## src/rtl/draw_pkg.sv

```systemverilog
// Shared types and constants for the draw command sequencer and its FIFO.
// Commands are packed so the FIFO can store them as one word.
package draw_pkg;

  localparam int VGA_W    = 160;
  localparam int VGA_H    = 120;
  localparam int COORD_XW = 8;
  localparam int COORD_YW = 7;

  typedef enum logic {
    OP_FILL   = 1'b0,
    OP_CIRCLE = 1'b1
  } op_t;

  typedef enum logic [1:0] {
    S_IDLE,
    S_LOAD,
    S_RUN,
    S_RELEASE
  } seq_state_t;

  typedef struct packed {
    op_t                 op;
    logic [2:0]          colour;
    logic [COORD_XW-1:0] cx;
    logic [COORD_YW-1:0] cy;
    logic [7:0]          r;
  } draw_cmd_t;

endpackage

```

## src/rtl/cmd_fifo.sv

```systemverilog
// Small synchronous FIFO of draw commands; head entry is read combinationally.
// Push is ignored when full and pop is ignored when empty.
module cmd_fifo
  import draw_pkg::*;
#(
  parameter int DEPTH = 4
) (
  input  logic      clk,
  input  logic      rst_n,
  input  logic      push,
  input  draw_cmd_t push_data,
  input  logic      pop,
  output draw_cmd_t pop_data,
  output logic      full,
  output logic      empty
);

  localparam int AW = $clog2(DEPTH);

  draw_cmd_t     mem [DEPTH];
  logic [AW-1:0] wr_ptr;
  logic [AW-1:0] rd_ptr;
  logic [AW:0]   count;
  logic          do_push;
  logic          do_pop;

  assign full     = (count == (AW+1)'(DEPTH));
  assign empty    = (count == '0);
  assign do_push  = push && !full;
  assign do_pop   = pop && !empty;
  assign pop_data = mem[rd_ptr];

  // Pointers wrap naturally because DEPTH is a power of two.
  always_ff @(posedge clk or negedge rst_n) begin
    if (!rst_n) begin
      wr_ptr <= '0;
      rd_ptr <= '0;
      count  <= '0;
    end else begin
      if (do_push) wr_ptr <= wr_ptr + 1'b1;
      if (do_pop)  rd_ptr <= rd_ptr + 1'b1;
      if (do_push && !do_pop)      count <= count + 1'b1;
      else if (do_pop && !do_push) count <= count - 1'b1;
    end
  end

  always_ff @(posedge clk) begin
    if (do_push) mem[wr_ptr] <= push_data;
  end

endmodule

```

## src/rtl/draw_sequencer.sv

```systemverilog
// Runs queued fill/circle commands one at a time on the two drawing engines
// and owns the VGA pixel port, forwarding only the active engine's writes.
module draw_sequencer
  import draw_pkg::*;
#(
  parameter int DEPTH   = 4,
  parameter int TIMEOUT = 32767
) (
  input  logic                clk,
  input  logic                rst_n,
  input  logic                cmd_valid,
  output logic                cmd_ready,
  input  logic                cmd_op,
  input  logic [2:0]          cmd_colour,
  input  logic [COORD_XW-1:0] cmd_cx,
  input  logic [COORD_YW-1:0] cmd_cy,
  input  logic [7:0]          cmd_r,
  output logic                fill_rst_n,
  output logic                fill_start,
  output logic [2:0]          fill_colour,
  input  logic                fill_done,
  input  logic [COORD_XW-1:0] fill_x,
  input  logic [COORD_YW-1:0] fill_y,
  input  logic                fill_plot,
  input  logic [2:0]          fill_vcolour,
  output logic                circ_rst_n,
  output logic                circ_start,
  output logic [2:0]          circ_colour,
  output logic [COORD_XW-1:0] circ_cx,
  output logic [COORD_YW-1:0] circ_cy,
  output logic [7:0]          circ_r,
  input  logic                circ_done,
  input  logic [COORD_XW-1:0] circ_x,
  input  logic [COORD_YW-1:0] circ_y,
  input  logic                circ_plot,
  input  logic [2:0]          circ_vcolour,
  output logic [COORD_XW-1:0] vga_x,
  output logic [COORD_YW-1:0] vga_y,
  output logic [2:0]          vga_colour,
  output logic                vga_plot,
  output logic                idle,
  output logic                err,
  output logic [7:0]          done_count
);

  localparam int TW = $clog2(TIMEOUT + 1);
  localparam logic [TW-1:0] T_LIMIT = TW'(TIMEOUT - 1);

  seq_state_t    state;
  seq_state_t    state_next;
  op_t           sel_op;
  logic [TW-1:0] tcount;
  draw_cmd_t     cmd_in;
  draw_cmd_t     head;
  logic          fifo_full;
  logic          fifo_empty;
  logic          pop;
  logic          sel_done;
  logic          timeout_hit;

  assign cmd_in.op     = op_t'(cmd_op);
  assign cmd_in.colour = cmd_colour;
  assign cmd_in.cx     = cmd_cx;
  assign cmd_in.cy     = cmd_cy;
  assign cmd_in.r      = cmd_r;

  cmd_fifo #(.DEPTH(DEPTH)) u_fifo (
    .clk       (clk),
    .rst_n     (rst_n),
    .push      (cmd_valid),
    .push_data (cmd_in),
    .pop       (pop),
    .pop_data  (head),
    .full      (fifo_full),
    .empty     (fifo_empty)
  );

  assign cmd_ready   = !fifo_full;
  assign idle        = fifo_empty && (state == S_IDLE);
  assign pop         = (state == S_IDLE) && !fifo_empty;
  assign sel_done    = (sel_op == OP_CIRCLE) ? circ_done : fill_done;
  // Done has priority over a timeout landing in the same cycle.
  assign timeout_hit = (state == S_RUN) && !sel_done && (tcount == T_LIMIT);

  always_ff @(posedge clk or negedge rst_n) begin
    if (!rst_n) state <= S_IDLE;
    else        state <= state_next;
  end

  always_comb begin
    state_next = state;
    case (state)
      S_IDLE:    if (!fifo_empty) state_next = S_LOAD;
      S_LOAD:    state_next = S_RUN;
      S_RUN:     if (sel_done || timeout_hit) state_next = S_RELEASE;
      S_RELEASE: state_next = S_IDLE;
      default:   state_next = S_IDLE;
    endcase
  end

  always_ff @(posedge clk or negedge rst_n) begin
    if (!rst_n) begin
      tcount     <= '0;
      err        <= 1'b0;
      done_count <= '0;
    end else begin
      if (state == S_LOAD)     tcount <= '0;
      else if (state == S_RUN) tcount <= tcount + 1'b1;
      if (timeout_hit) err <= 1'b1;
      if (state == S_RUN && sel_done) done_count <= done_count + 1'b1;
    end
  end

  // The idle engine's parameter registers are cleared so its inputs read 0.
  always_ff @(posedge clk or negedge rst_n) begin
    if (!rst_n) begin
      sel_op      <= OP_FILL;
      fill_colour <= '0;
      circ_colour <= '0;
      circ_cx     <= '0;
      circ_cy     <= '0;
      circ_r      <= '0;
    end else if (pop) begin
      sel_op <= head.op;
      if (head.op == OP_FILL) begin
        fill_colour <= head.colour;
        circ_colour <= '0;
        circ_cx     <= '0;
        circ_cy     <= '0;
        circ_r      <= '0;
      end else begin
        fill_colour <= '0;
        circ_colour <= head.colour;
        circ_cx     <= head.cx;
        circ_cy     <= head.cy;
        circ_r      <= head.r;
      end
    end
  end

  // Engines are out of reset and started only in RUN; the pixel port follows.
  always_comb begin
    fill_rst_n = 1'b0;
    fill_start = 1'b0;
    circ_rst_n = 1'b0;
    circ_start = 1'b0;
    vga_x      = '0;
    vga_y      = '0;
    vga_colour = '0;
    vga_plot   = 1'b0;
    if (state == S_RUN) begin
      if (sel_op == OP_CIRCLE) begin
        circ_rst_n = 1'b1;
        circ_start = 1'b1;
        vga_x      = circ_x;
        vga_y      = circ_y;
        vga_colour = circ_vcolour;
        vga_plot   = circ_plot;
      end else begin
        fill_rst_n = 1'b1;
        fill_start = 1'b1;
        vga_x      = fill_x;
        vga_y      = fill_y;
        vga_colour = fill_vcolour;
        vga_plot   = fill_plot;
      end
    end
  end

endmodule

```

## config.mk

```make
export PLATFORM = sky130hd
export DESIGN_NAME = draw_sequencer
export DESIGN_NICKNAME = d
export VERILOG_FILES = /design/src/rtl/draw_pkg.sv /design/src/rtl/cmd_fifo.sv /design/src/rtl/draw_sequencer.sv
export SDC_FILE = /design/constraint.sdc
export NUM_CORES = 1
export LEC_CHECK = 0
export ABC_AREA = 1
export ABC_CLOCK_PERIOD_IN_PS = 5690
export CORE_MARGIN = 2
export CORE_UTILIZATION = 50
export CTS_CLUSTER_DIAMETER = 60
export CTS_CLUSTER_SIZE = 40
export DETAILED_ROUTE_END_ITERATION = 12
export PLACE_DENSITY = 0.79
export SLEW_MARGIN = 30
export SYNTH_ARGS = -nofsm -noshare
export SYNTH_HDL_FRONTEND = slang
export SYNTH_HIERARCHICAL = 1
export SYNTH_SLANG_ARGS = --single-unit
```

## constraint.sdc

```tcl
create_clock -name clk -period 5.69 [get_ports clk]
set_input_delay 0.569 -clock clk [delete_from_list [all_inputs] [get_ports clk]]
set_output_delay 0.569 -clock clk [all_outputs]
set_load 0.05 [all_outputs]
```

# Word level (Yosys, flattened, before mapping)
# Memory sizes are Yosys's and may differ from the RTL's.
# Cells that the tools add are included.
[totals] n_memories=1 in_bits=70 ram_bits=108 word_cells=74 reg_bits=63
[memory_table] name="u_fifo.mem" depth=4 word_bits=27 read_ports=1 rd_clocked_by_memory_dff=0 write_ports=1 line_no="cmd_fifo.sv:20" rtl="draw_cmd_t mem [DEPTH];"
[classes] add_sub_neg=6 reduce_logical=20 eq_ne=7 muxes=27
[ops] cell="two-way mux 8 bit" n=4
[ops] cell="two-way mux 15 bit" n=2
[ops] cell="two-way mux 7 bit" n=3
[ops] cell="two-way mux 3 bit" n=6
[ops] cell="adder 15 x 1 -> 15 bit (second input constant)" n=1
[ops] cell="equality test 15 bit (second input constant)" n=1
[ops] cell="logical AND 1 bit" n=9
[ops] cell="two-way mux 1 bit" n=9
[ops] cell="adder 8 x 1 -> 8 bit (second input constant)" n=1
[ops] cell="one-hot mux 2 bit (4 select lines)" n=1
[ops] cell="zero test 1 bit" n=5
[ops] cell="adder 2 x 1 -> 2 bit (second input constant)" n=2
[ops] cell="equality test 2 bit (second input constant)" n=2
[ops] cell="two-way mux 2 bit" n=2
[ops] cell="!= test 2 bit (second input constant)" n=2
[ops] cell="nonzero test 2 bit" n=2
[ops] cell="adder 3 x 1 -> 3 bit (second input constant)" n=1
[ops] cell="equality test 3 bit (second input constant)" n=1
[ops] cell="zero test 3 bit" n=1
[ops] cell="subtractor 3 x 1 -> 3 bit (second input constant)" n=1
[ops] cell="equality test 2 x 1 -> 1 bit (second input constant)" n=1
[ops] cell="zero test 2 bit" n=1
[ops] cell="AND reduction 2 bit" n=1
[ops] cell="logical OR 1 bit" n=1

# Longest topological paths before layout
[depth] ltp_word=7 mapped_depth=15 depth_no_buf=13

# Hierarchy
# Netlist, hierarchy kept.
[modules_own_cells] module="cmd_fifo" area_per_inst_um2=4754.6 cells_each=375 instances=1 seq_area_each_um2=3418.3
[modules_own_cells] module="draw_sequencer" area_per_inst_um2=2882.8 cells_each=346 instances=1 seq_area_each_um2=1401.3

# Least setup slack after synthesis
# Ideal clock, no wire load.
[synth_timing] path_kind="reg2reg" from="reg u_fifo.count[0]" to="mem u_fifo/mem[0][0] (netlist name), enable pin" arrival_ns=1.875 path_slack_ns=3.404 path_buffers=0 period_less_slack_ns=2.286 path_stages_with_launch=5 setup_time_ns=0.411 path_cell_list="dfrtp_1 inv_1 nand3_1 nand2_1 nor2_1"
[synth_between] elab_chain_len=5
[synth_rtl] element="start: declaration" line_no="cmd_fifo.sv:23" rtl="logic [AW:0] count;"
[synth_rtl] element="start signal: assignment" line_no="cmd_fifo.sv:42" rtl="if (do_push && !do_pop) count <= count + 1'b1;"
[synth_rtl] element="start signal: assignment" line_no="cmd_fifo.sv:43" rtl="else if (do_pop && !do_push) count <= count - 1'b1;"
[synth_rtl] element="equality test 3 bit" line_no="cmd_fifo.sv:27" rtl="assign full = (count == (AW+1)'(DEPTH));"
[synth_rtl] element="zero test 1 bit" line_no="cmd_fifo.sv:29" rtl="assign do_push = push && !full;"
[synth_rtl] element="logical AND 1 bit" line_no="cmd_fifo.sv:29"
[synth_rtl] element="two-way mux 1 bit" line_no="cmd_fifo.sv:48" rtl="if (do_push) mem[wr_ptr] <= push_data;"
[synth_rtl] element="two-way mux 1 bit (not written as such)" line_no="cmd_fifo.sv:48"
[synth_rtl] element="end: declaration" line_no="cmd_fifo.sv:20"
# No other way between the ends.

# Final worst setup path
[layout_timing] from="reg u_fifo.count[0]" to="out idle"
[layout_between] elab_chain_len=2
[layout_rtl] element="zero test 3 bit" line_no="cmd_fifo.sv:28" rtl="assign empty = (count == '0);"
[layout_rtl] element="named net fifo_empty" line_no="draw_sequencer.sv:56" rtl="logic fifo_empty;"
[layout_rtl] element="logical AND 1 bit" line_no="draw_sequencer.sv:79" rtl="assign idle = fifo_empty && (state == S_IDLE);"
[layout_rtl] element="end: declaration" line_no="draw_sequencer.sv:41" rtl="output logic idle,"
# The timed path passes the listed nets, and every way through them passes these cells.

==> reports/results.ini <==
[status]
outcome = completed

[final_layout]
utilization_pct = 63.8
num-nets-final = 928
final_cell_area_sq_um = 9630
layout_commonest_cell = nand2_1
final_cell_mix = 181 x nand2_1, 131 x clkdlybuf4s50_1, 108 x edfxtp_1
drive_gt1_share_pct = 8.04
n_antenna_cell = 0
area_delta_synth_final_pct = 26.1

[power_and_ir_drop]
switching_power_mw = 2.22
power.density_nw_per_um2 = 543
combPwrFrac_pct = 44.7
intPower_mw = 3.01
seqPwrFrac_pct = 34.3
leakage_nw = 4.15
irDropWorstVdd_mv = 0.299
p_clk_share_pct = 21.0
switching_share_pct = 42.5

[grt]
grt_pass1_wl_um = 26100
grt_pass1_vias = 5213
overflow = 0
grt_max_degree = 74
track_usage_pct = 20.9
antenna_found_initial = 0

[timing]
period_share_pct = 62.4
finalSetupTns_ns = 0
slew_headroom_pct = 38.4
finalSetupViolCount = 0
slew_violations = 0
rsz0062_at_grt = false
layout_setup_ws_ns = 2.14
timing.final.crit_period_ns = 3.55
tightest_slew_ns = 0.924
hold_viol = 0
skew_ns = 0.00731
hold_ws_ns = 0.332
max_clock_freq_ghz = 0.282

[floorplan]
die_h_um = 128
dieArea_sq_um = 16300
die_x_um = 128
boundaryPins = 133
start_util_pct = 50.6
coreArea_sq_um = 15100
rows = 45

[synthesis]
ys_ff_latch = 171
synthArstFlopShare_pct = 36.8
synth_area_sq_um = 7640
ys.flop_type = edfxtp_1
yosys_warnings = 6
avgSynthCellArea_sq_um = 10.6
synth-edff-count = 108
synthCells = 721
synth_fp_nets = 804
ys_seq_area_share_pct = 63.1
synth.distinct_cells = 36

[routing]
drc = 0
vias = 5424
drtPass1Iterations = 5
drt_iter0_markers = 333
wirelength_um = 16300
ant_nets = 0
routedWlPerCell_um = 15.6
vias_per_cell = 5.19

[clocking]
htreeDepth = 4
clkSinkCount = 171
post-cts-setup-buffers = 0
clkTransAtPathRegs_ns = 0.06
cts_made_buffers = 17
clock_path_buffers = 2
postCtsHoldBufs = 0
cts-root-buf = clkbuf_16
clock_latency_ns = 0.42
cts_tree = done
post_cts_resized = 0

[setup_path]
startpoint_type = flip-flop
critical_path_required_ns = 5.12
r2r-start = u_fifo/count[0]
crit_path_max_fanout = 28
crit_type = reg2out
endpoint_kind = output pin
ff2ff_path_depth = 10
arrival_ns = 2.98
r2r_end = u_fifo/count[1]
r2r_setup_slack_ns = 2.57

[place]
gp_congestion = 0.839
io_buffers = 132
placed_cell_area_sq_um = 9070
dp_hpwl_um = 10800
pre_cts_ws_ns = 2.61

[hold_path]
hold_path_class = in2async

[job]
drv_cap = 0

-- routing by layer --
| layer | global-route usage [%] | part of all wire [%] | up-vias |
|---|---|---|---|
| met4 | 7.50 | 1.4 | 0 |
| li1 | - | - | 2673 |
| met5 | 0 | 0 | - |
| met3 | 4.90 | 6.7 | 16 |
| met2 | 36.7 | 51 | 174 |
| met1 | 25.3 | 41 | 2561 |
-- registers in the layout, indices dropped and copies added, names as in the netlist --
name	count
done_count	8
sel_op	1
u_fifo/wr_ptr	2
u_fifo/count	3
u_fifo/mem	108
circ_cy	7
circ_cx	8
circ_r	8
tcount	15
state	2
fill_colour	3
u_fifo/rd_ptr	2
err	1
circ_colour	3
-- cells in the mapped netlist (2+ instances only) --
cell type | instances | area, sq um
xnor2_1 | 5 | 43.8
o21ai_1 | 4 | 20.0
dfrtp_1 | 63 | 1580
buf_6 | 3 | 33.8
nor2_2 | 3 | 18.8
inv_2 | 6 | 22.5
nor3_1 | 2 | 10.0
nand4_1 | 4 | 25.0
o21ai_0 | 29 | 145
buf_4 | 2 | 15.0
nand3_1 | 42 | 210
nor2_1 | 32 | 120
edfxtp_1 | 108 | 3240
buf_2 | 22 | 110
nand2_1 | 181 | 679
clkbuf_1 | 7 | 26.3
o211ai_1 | 44 | 330
xor2_1 | 3 | 26.3
inv_1 | 94 | 353
o211ai_2 | 10 | 125
a21oi_1 | 9 | 45.0
nand2_2 | 4 | 25.0
a22o_1 | 19 | 166
nor2_4 | 2 | 22.5
ha_1 | 12 | 150
-- power groups by stage --
stage          Clock [mW]  Sequential [mW]  Combinational, mW
6_report             1.10             1.79               2.34
5_1_grt              1.17             1.82               2.56
4_1_cts              1.12             1.80               2.35
3_5_place_dp            0             1.82               2.34
3_3_place_gp            0             1.81               2.29
2_1_floorplan           0             2.10               1.38
-- critical path: stages, from the launching register on --
cell and delay (ns):
dfrtp_1 0.43, inv_1 0.10, nand3_1 0.14, inv_1 0.72, nand2_1 0.25, inv_1 0.10, clkdlybuf4s50_1 0.81
-- stage by stage --
stage                     instances  power, mW
final                          1046       5.23
after global routing           1046       5.56
after CTS                      1046       5.27
after detailed placement       1014       4.16
after global placement         1014       4.10
after floorplan                 721       3.48
-- logic make-up (layout without fill, tap and decap cells) --
logic type      after synthesis  after routing  synth area share, %
compound gates              120            120                 11.4
simple gates                274            274                 15.0
xor+xnor                      8              8                0.917
buf+inv                     135            272                 7.39
flops                       171            171                 63.1
fa+ha+maj                    13             13                 2.23
-- area by class of cell --
class | instances | area, sq um
Clock buffer | 21 | 440
Inverter | 100 | 375
Fill cell | 1198 | 5460
Multi-Input combinational cell | 415 | 2270
Clock inverter | 11 | 121
Tap cell | 188 | 235
Sequential cell | 171 | 4820
Timing Repair Buffer | 140 | 1380
-- worst max path at each step --
stage               startpoint                to  slack (ns)  depth (start not counted)
2_1_floorplan  u_fifo/count[0]  u_fifo/mem[0][0]        3.40                          4
3_3_place_gp          state[0]     vga_colour[1]        2.44                          6
3_5_place_dp   u_fifo/count[0]              idle        2.61                          6
4_1_cts        u_fifo/count[0]              idle        2.14                          6
5_1_grt        u_fifo/count[0]              idle        1.93                          6
6_report       u_fifo/count[0]              idle        2.14                          6
No activity file was read; power rests on OpenSTA's default activity.
